### config.mk
export PLATFORM = sky130hd
export DESIGN_NAME = pipelined_barrel_shifter
export DESIGN_NICKNAME = d
export VERILOG_FILES = /design/src/rtl/pipelined_barrel_shifter.sv
export SDC_FILE = /design/constraint.sdc
export NUM_CORES = 1
export LEC_CHECK = 0
export BUFFER_PORTS_ARGS = -buffer_cell sky130_fd_sc_hd__buf_2
export CAP_MARGIN = 20
export CORE_ASPECT_RATIO = 1.75
export CORE_UTILIZATION = 43
export CTS_CLUSTER_SIZE = 10
export DETAILED_ROUTE_END_ITERATION = 6
export GPL_ROUTABILITY_DRIVEN = 0
export GPL_TIMING_DRIVEN = 0
export PLACE_DENSITY = 0.62
export REMOVE_ABC_BUFFERS = 1
export SLEW_MARGIN = 20
export SYNTH_ARGS = -nofsm -noshare
export SYNTH_HDL_FRONTEND = slang
export SYNTH_SLANG_ARGS = --single-unit
### constraint.sdc
create_clock -name clk -period 3.45 [get_ports clk]
set_input_delay 0.5175 -clock clk [delete_from_list [all_inputs] [get_ports clk]]
set_output_delay 0.5175 -clock clk [all_outputs]
set_load 0.01 [all_outputs]
### src/rtl/pipelined_barrel_shifter.sv
// pipelined_barrel_shifter
// Multi-function (SLL/SRL/SRA/ROR) barrel shifter built from one registered
// right-shift stage per amount bit, followed by an output register.
// Left shifts are done by reversing the operand at entry and again at exit,
// so every stage only ever shifts to the right.
// Global stall: while the output holds an unaccepted result, every register
// in the pipeline holds; otherwise every register advances (bubbles included).
// Optional feature: define BSHIFT_ZERO_FLAG_EN to add the registered out_zero flag.
module pipelined_barrel_shifter #(
  parameter int WIDTH = 8
) (
  input  logic                     clk,
  input  logic                     rst,
  input  logic                     in_valid,
  output logic                     in_ready,
  input  logic [WIDTH-1:0]         in_data,
  input  logic [$clog2(WIDTH)-1:0] in_amt,
  input  logic [1:0]               in_op,
  output logic                     out_valid,
  input  logic                     out_ready,
  output logic [WIDTH-1:0]         out_data
`ifdef BSHIFT_ZERO_FLAG_EN
  ,
  output logic                     out_zero
`endif
);

  localparam int AMT_W = $clog2(WIDTH);

  localparam logic [1:0] OP_SLL = 2'b00;
  localparam logic [1:0] OP_SRA = 2'b10;
  localparam logic [1:0] OP_ROR = 2'b11;

  // Mirror the bit order of a word (used to turn a left shift into a right shift).
  function automatic logic [WIDTH-1:0] bit_reverse(input logic [WIDTH-1:0] d);
    logic [WIDTH-1:0] r;
    r = {WIDTH{1'b0}};
    for (int i = 0; i < WIDTH; i++) begin
      r[i] = d[WIDTH-1-i];
    end
    return r;
  endfunction

  // Right shift by sh with the fill selected by op: zero, sign copies, or the
  // bits falling off the low end (rotate).
  function automatic logic [WIDTH-1:0] shr_fill(input logic [WIDTH-1:0] d,
                                                input logic [1:0]       op,
                                                input logic             sign,
                                                input int unsigned      sh);
    logic [WIDTH-1:0]   fill;
    logic [2*WIDTH-1:0] ext;
    case (op)
      OP_SRA:  fill = {WIDTH{sign}};
      OP_ROR:  fill = d;
      default: fill = {WIDTH{1'b0}};
    endcase
    ext = {fill, d} >> sh;
    return ext[WIDTH-1:0];
  endfunction

  // Global stall: the output holds a result nobody has taken yet.
  logic stall_s;
  logic out_valid_q;
  logic [WIDTH-1:0] out_data_q;

  assign stall_s   = out_valid_q && !out_ready;
  assign in_ready  = !stall_s;
  assign out_valid = out_valid_q;
  assign out_data  = out_data_q;

  // Chain of stage outputs; index 0 is the (pre-reversed) input.
  logic             ch_valid_s [AMT_W+1];
  logic [WIDTH-1:0] ch_data_s  [AMT_W+1];
  logic [1:0]       ch_op_s    [AMT_W+1];
  logic             ch_sign_s  [AMT_W];
  logic [AMT_W-1:0] ch_amt_s   [AMT_W];

  assign ch_valid_s[0] = in_valid;
  assign ch_data_s[0]  = (in_op == OP_SLL) ? bit_reverse(in_data) : in_data;
  assign ch_op_s[0]    = in_op;
  assign ch_sign_s[0]  = in_data[WIDTH-1];
  assign ch_amt_s[0]   = in_amt;

  for (genvar k = 0; k < AMT_W; k++) begin : g_stage
    logic             valid_q;
    logic [WIDTH-1:0] data_q;
    logic [1:0]       op_q;
    logic [WIDTH-1:0] data_d;

    // Shift by 2^k when amount bit k is set, otherwise pass through.
    always_comb begin
      if (ch_amt_s[k][k]) begin
        data_d = shr_fill(ch_data_s[k], ch_op_s[k], ch_sign_s[k], 32'd1 << k);
      end else begin
        data_d = ch_data_s[k];
      end
    end

    // Stage register: advance on no stall, hold otherwise.
    always_ff @(posedge clk or posedge rst) begin
      if (rst) begin
        valid_q <= 1'b0;
        data_q  <= {WIDTH{1'b0}};
        op_q    <= 2'b00;
      end else if (!stall_s) begin
        valid_q <= ch_valid_s[k];
        data_q  <= data_d;
        op_q    <= ch_op_s[k];
      end
    end

    assign ch_valid_s[k+1] = valid_q;
    assign ch_data_s[k+1]  = data_q;
    assign ch_op_s[k+1]    = op_q;

    if (k < AMT_W - 1) begin : g_ctl
      logic             sign_q;
      logic [AMT_W-1:0] amt_q;

      // Sign bit and amount travel with the operand to later stages.
      always_ff @(posedge clk or posedge rst) begin
        if (rst) begin
          sign_q <= 1'b0;
          amt_q  <= {AMT_W{1'b0}};
        end else if (!stall_s) begin
          sign_q <= ch_sign_s[k];
          amt_q  <= ch_amt_s[k];
        end
      end

      assign ch_sign_s[k+1] = sign_q;
      assign ch_amt_s[k+1]  = amt_q;
    end
  end

  // Undo the entry reversal for left shifts.
  logic [WIDTH-1:0] result_s;
  assign result_s = (ch_op_s[AMT_W] == OP_SLL) ? bit_reverse(ch_data_s[AMT_W])
                                               : ch_data_s[AMT_W];

  // Output register: result and its valid, held under stall.
  always_ff @(posedge clk or posedge rst) begin
    if (rst) begin
      out_valid_q <= 1'b0;
      out_data_q  <= {WIDTH{1'b0}};
    end else if (!stall_s) begin
      out_valid_q <= ch_valid_s[AMT_W];
      out_data_q  <= result_s;
    end
  end

`ifdef BSHIFT_ZERO_FLAG_EN
  logic out_zero_q;
  assign out_zero = out_zero_q;

  // Zero flag registered alongside the result.
  always_ff @(posedge clk or posedge rst) begin
    if (rst) begin
      out_zero_q <= 1'b0;
    end else if (!stall_s) begin
      out_zero_q <= (result_s == {WIDTH{1'b0}});
    end
  end
`endif

endmodule
Word-level counts from Yosys, hierarchy flattened
Cells that the tools add are included.
W data, S select, Z words.
Storage, ports and cells
  register bits after elaboration: 50
  input port bits: 17
  output and inout port bits: 10
  logic and storage cells: 34
Cells by class
  eq/ne operators: 6
  multiplexer cells: 8
  reductions and logical operators: 5
Operators by type and width (number)
  $mux W8: 5
  $eq A2 B2 Y1 const B: 6
  $pmux W4 S2: 1
  $logic_not A2 Y1: 2
  $pmux W2 S2: 1
  $logic_not A1 Y1: 2
  $pmux W1 S2: 1
  $logic_and A1 B1 Y1: 1

Depth between registers and ports, before layout
  depth after elaboration: 4
  mapped depth: 6
  depth with buffers taken out: 4

Worst setup path before layout
OpenSTA, ideal clock, no wires.
  path type: input port to output port
  start: in out_ready
  end: out in_ready
  arrival time: 1.157 ns
  required time: 2.932 ns
  setup slack: 1.775 ns
  cell stages on the path: 4
  path buffers: 2
  path through: nor2b_1 > buf_2 > inv_2 > buf_1
Between the ends
  word-level cells in the longest chain between the ends: 3
RTL lines
  from (decl): line 20  | input logic out_ready,
  $logic_not A1 Y1: line 66  | assign stall_s = out_valid_q && !out_ready;
  $logic_and A1 B1 Y1: line 66
  $logic_not A1 Y1
  to (decl): line 15  | output logic in_ready,
No other way between the ends.

Worst setup path in the final report
  start: reg out_valid_q (netlist: out_valid)
  end: out in_ready
Between the ends
  word-level cells in the longest chain between the ends: 2
RTL lines
  from (decl): line 63  | logic out_valid_q;
  from (signal assigned): line 147  | out_valid_q <= ch_valid_s[AMT_W];
  $logic_and A1 B1 Y1: line 66
  $logic_not A1 Y1
No other way between the ends.

==> impl_metrics.env <==
export IMPL_floorplan_initialDensity_pct=44.9
export IMPL_synth_mux_area_share_pct=20.9
export IMPL_route_detailed_drc=4
export IMPL_tightest_slew_ps=542
export IMPL_cts_tree="done"
export IMPL_synth_compound_area_share_pct=8.61
export IMPL_yosysWarnings=0
export IMPL_first_pass_iters=7
export IMPL_nNetsFinal=257
export IMPL_area_delta_synth_final_pct=12.6
export IMPL_die_h_um=97.7
export IMPL_synth_cells=217
export IMPL_critPathLaunchType="flip-flop"
export IMPL_hold_slack_ps=191
export IMPL_synth_distinct_cells=25
export IMPL_setup_slack_ps=1230
export IMPL_internal_power_uw=1270
export IMPL_clkPwrFrac_pct=16.9
export IMPL_status="finished, violations left"
export IMPL_combinationalPowerShare_pct=33.5
export IMPL_hold_violations=0
export IMPL_cts_made_buffers=5
export IMPL_peakVddDrop_v=0.000278
export IMPL_p_sw_share_pct=34.8
export IMPL_synth_adder_area_share_pct=0
export IMPL_core_area_um2=5020
export IMPL_postSynthAreaPerCell_um2=10.4
export IMPL_synth_xor_area_share_pct=0
export IMPL_grtUsageTotal_pct=15.3
export IMPL_grt_setup_unrepaired="no"
export IMPL_rows=34
export IMPL_synth_simple_area_share_pct=15.7
export IMPL_ys_seq_elements=47
export IMPL_antenna_found_initial=0
export IMPL_cp_arrival_ps=1710
export IMPL_clock_sinks=47
export IMPL_grt_pass1_wl_mm=6.64
export IMPL_min_period_over_period_pct=64.5
export IMPL_reg2reg_from="out_valid"
export IMPL_violations="DRC"
export IMPL_fmaxAchievable_mhz=449
export IMPL_postRouteAntennaNets=0
export IMPL_drive_above_1_share_pct=24.6
export IMPL_seq_area_frac_synth_pct=52.2
export IMPL_diodes=0
export IMPL_p_seq_share_pct=49.6
export IMPL_power_total_uw=1950
export IMPL_p_switching_uw=677
export IMPL_vias_per_cell=5.19
export IMPL_die_area_um2=5540
export IMPL_critPathLaunch="out_valid"
export IMPL_dr_total_vias=1525
export IMPL_maxSlewViolCount=0
export IMPL_numPortBuffers=26
export IMPL_dp_hpwl_mm=2.72
export IMPL_cp_data_required_time_ps=2930
export IMPL_hold_path_class="in -> async"
export IMPL_root_buffer="clkbuf_8"
export IMPL_leakage_uw=0.00119
export IMPL_routed_wl_mm=3.63
export IMPL_overflow=0
export IMPL_cp_max_fo=26
export IMPL_routedWlPerCell_um=12.3
export IMPL_dpl_worst_slack_ps=1220
export IMPL_syn_area_um2=2250
export IMPL_cts_resized=0
export IMPL_fin_skew_ps=7.17
export IMPL_grt_pass1_vias=1468
export IMPL_setup_viol=0
export IMPL_io_pins=27
export IMPL_clkLatencyLatePin_ps=290
export IMPL_grt_max_degree=42
export IMPL_die_x_um=56.7
export IMPL_htree_levels=2
export IMPL_slew_headroom_pct=63.8
export IMPL_min_period_ps=2220
export IMPL_end_kind="output port"
export IMPL_synth_top_family_by_area="multiplexers"
export IMPL_clk_pin_slew_ps=80
export IMPL_power_density_nw_per_um2=768
export IMPL_worstSetupPathType="reg -> out"
export IMPL_postCtsHoldBufs=0
export IMPL_post_cts_buffers=0
export IMPL_drv_cap=0
export IMPL_clock_path_buffers=2
export IMPL_drt_iter0_drc=46
## through the flow
stage               instance area [um^2]  std cells  setup TNS (ps)  utilization, %
floorplan                           2200        205           -1900               -
global placement                    2400        285          -45610            47.8
detailed placement                  2450        287               0            48.8
CTS                                 2540        294               0            50.5
global route                        2540        294               0            50.5
finish                              2540        294               0            50.5
## final cells by class
cell class                      count  area (um^2)
Clock inverter                      1         5.00
Clock buffer                        6         82.6
Fill cell                         502         2480
Tap cell                           54         67.6
Inverter                            2         7.51
Timing Repair Buffer               28          170
Multi-Input combinational cell    156         1030
Sequential cell                    47         1180
## Yosys cell counts
cell type / count / area share [%]
or3b_2: 1 / 0.39
mux2i_1: 19 / 8.4
a21oi_1: 1 / 0.22
nand4_1: 1 / 0.28
and2_0: 1 / 0.28
mux2_4: 3 / 2.0
inv_2: 1 / 0.17
o22a_1: 1 / 0.39
nor2_4: 1 / 0.50
buf_2: 3 / 0.67
a31oi_1: 6 / 1.7
nand2b_1: 1 / 0.28
o21ai_1: 2 / 0.44
o21ai_0: 25 / 5.6
buf_1: 4 / 0.67
or3_1: 1 / 0.28
clkbuf_1: 5 / 0.83
nor2b_1: 7 / 1.9
o211ai_1: 1 / 0.33
mux4_2: 6 / 6.0
nor2_2: 1 / 0.28
mux2_2: 9 / 4.5
nand2_1: 69 / 12
inv_1: 1 / 0.17
dfrtp_1: 47 / 52
## layer usage
metal / share of wire (%) / track usage, %
met5: 0 / 0
met4: 0.74 / 5.77
met3: 2.6 / 3.18
met2: 57 / 27.8
met1: 40 / 17.1
## cell families after synthesis
group                  Yosys count
AOI/OAI and AO/OA               36
and+or+nand+nor                 83
buffers and inverters           14
DFF                             47
muxes                           37
## worst max-delay path, stage by stage, from the launching register on
cell and delay, ps:
dfrtp_1 350, nor2b_4 490, inv_2 340, buf_2 240
## worst paths after layout
kind | cells after the start | end | slack (ps)
worst min register to register | 2 | g_stage[2].valid_q | 470
worst max-delay path | 3 | in_ready | 1230
max in group asynchronous | 3 | g_stage[1].g_ctl.sign_q | 2790
min in group clk | 3 | g_stage[0].g_ctl.amt_q[1] | 420
worst max register to register | 3 | g_stage[0].data_q[6] | 1790
worst min-delay path | 2 | out_data[4] | 190
## registers in the layout, summed over array words and instances, names as in the netlist
signal	count
g_stage.g_ctl.sign_q	2
g_stage.data_q	24
g_stage.g_ctl.amt_q	3
g_stage.valid_q	3
out_valid	1
g_stage.op_q	6
out_data	8
## power by group through the flow
stage	Sequential, uW	Combinational [uW]	Clock (uW)
4_1_cts	974	667	336
3_3_place_gp	976	639	0
3_5_place_dp	987	665	0
6_report	966	653	330
5_1_grt	1010	753	357
2_1_floorplan	958	481	0
## layout by cell type, fill, tap and decap left out, types with 6 or more instances in the layout
cell type	instances
buf_2	26
a31oi_1	6
mux4_2	6
dfrtp_1	47
nand2_1	69
mux2_2	9
o21ai_0	25
nor2b_1	6
mux2i_1	19
clkbuf_8	6
(Power assumes the default switching activity.)
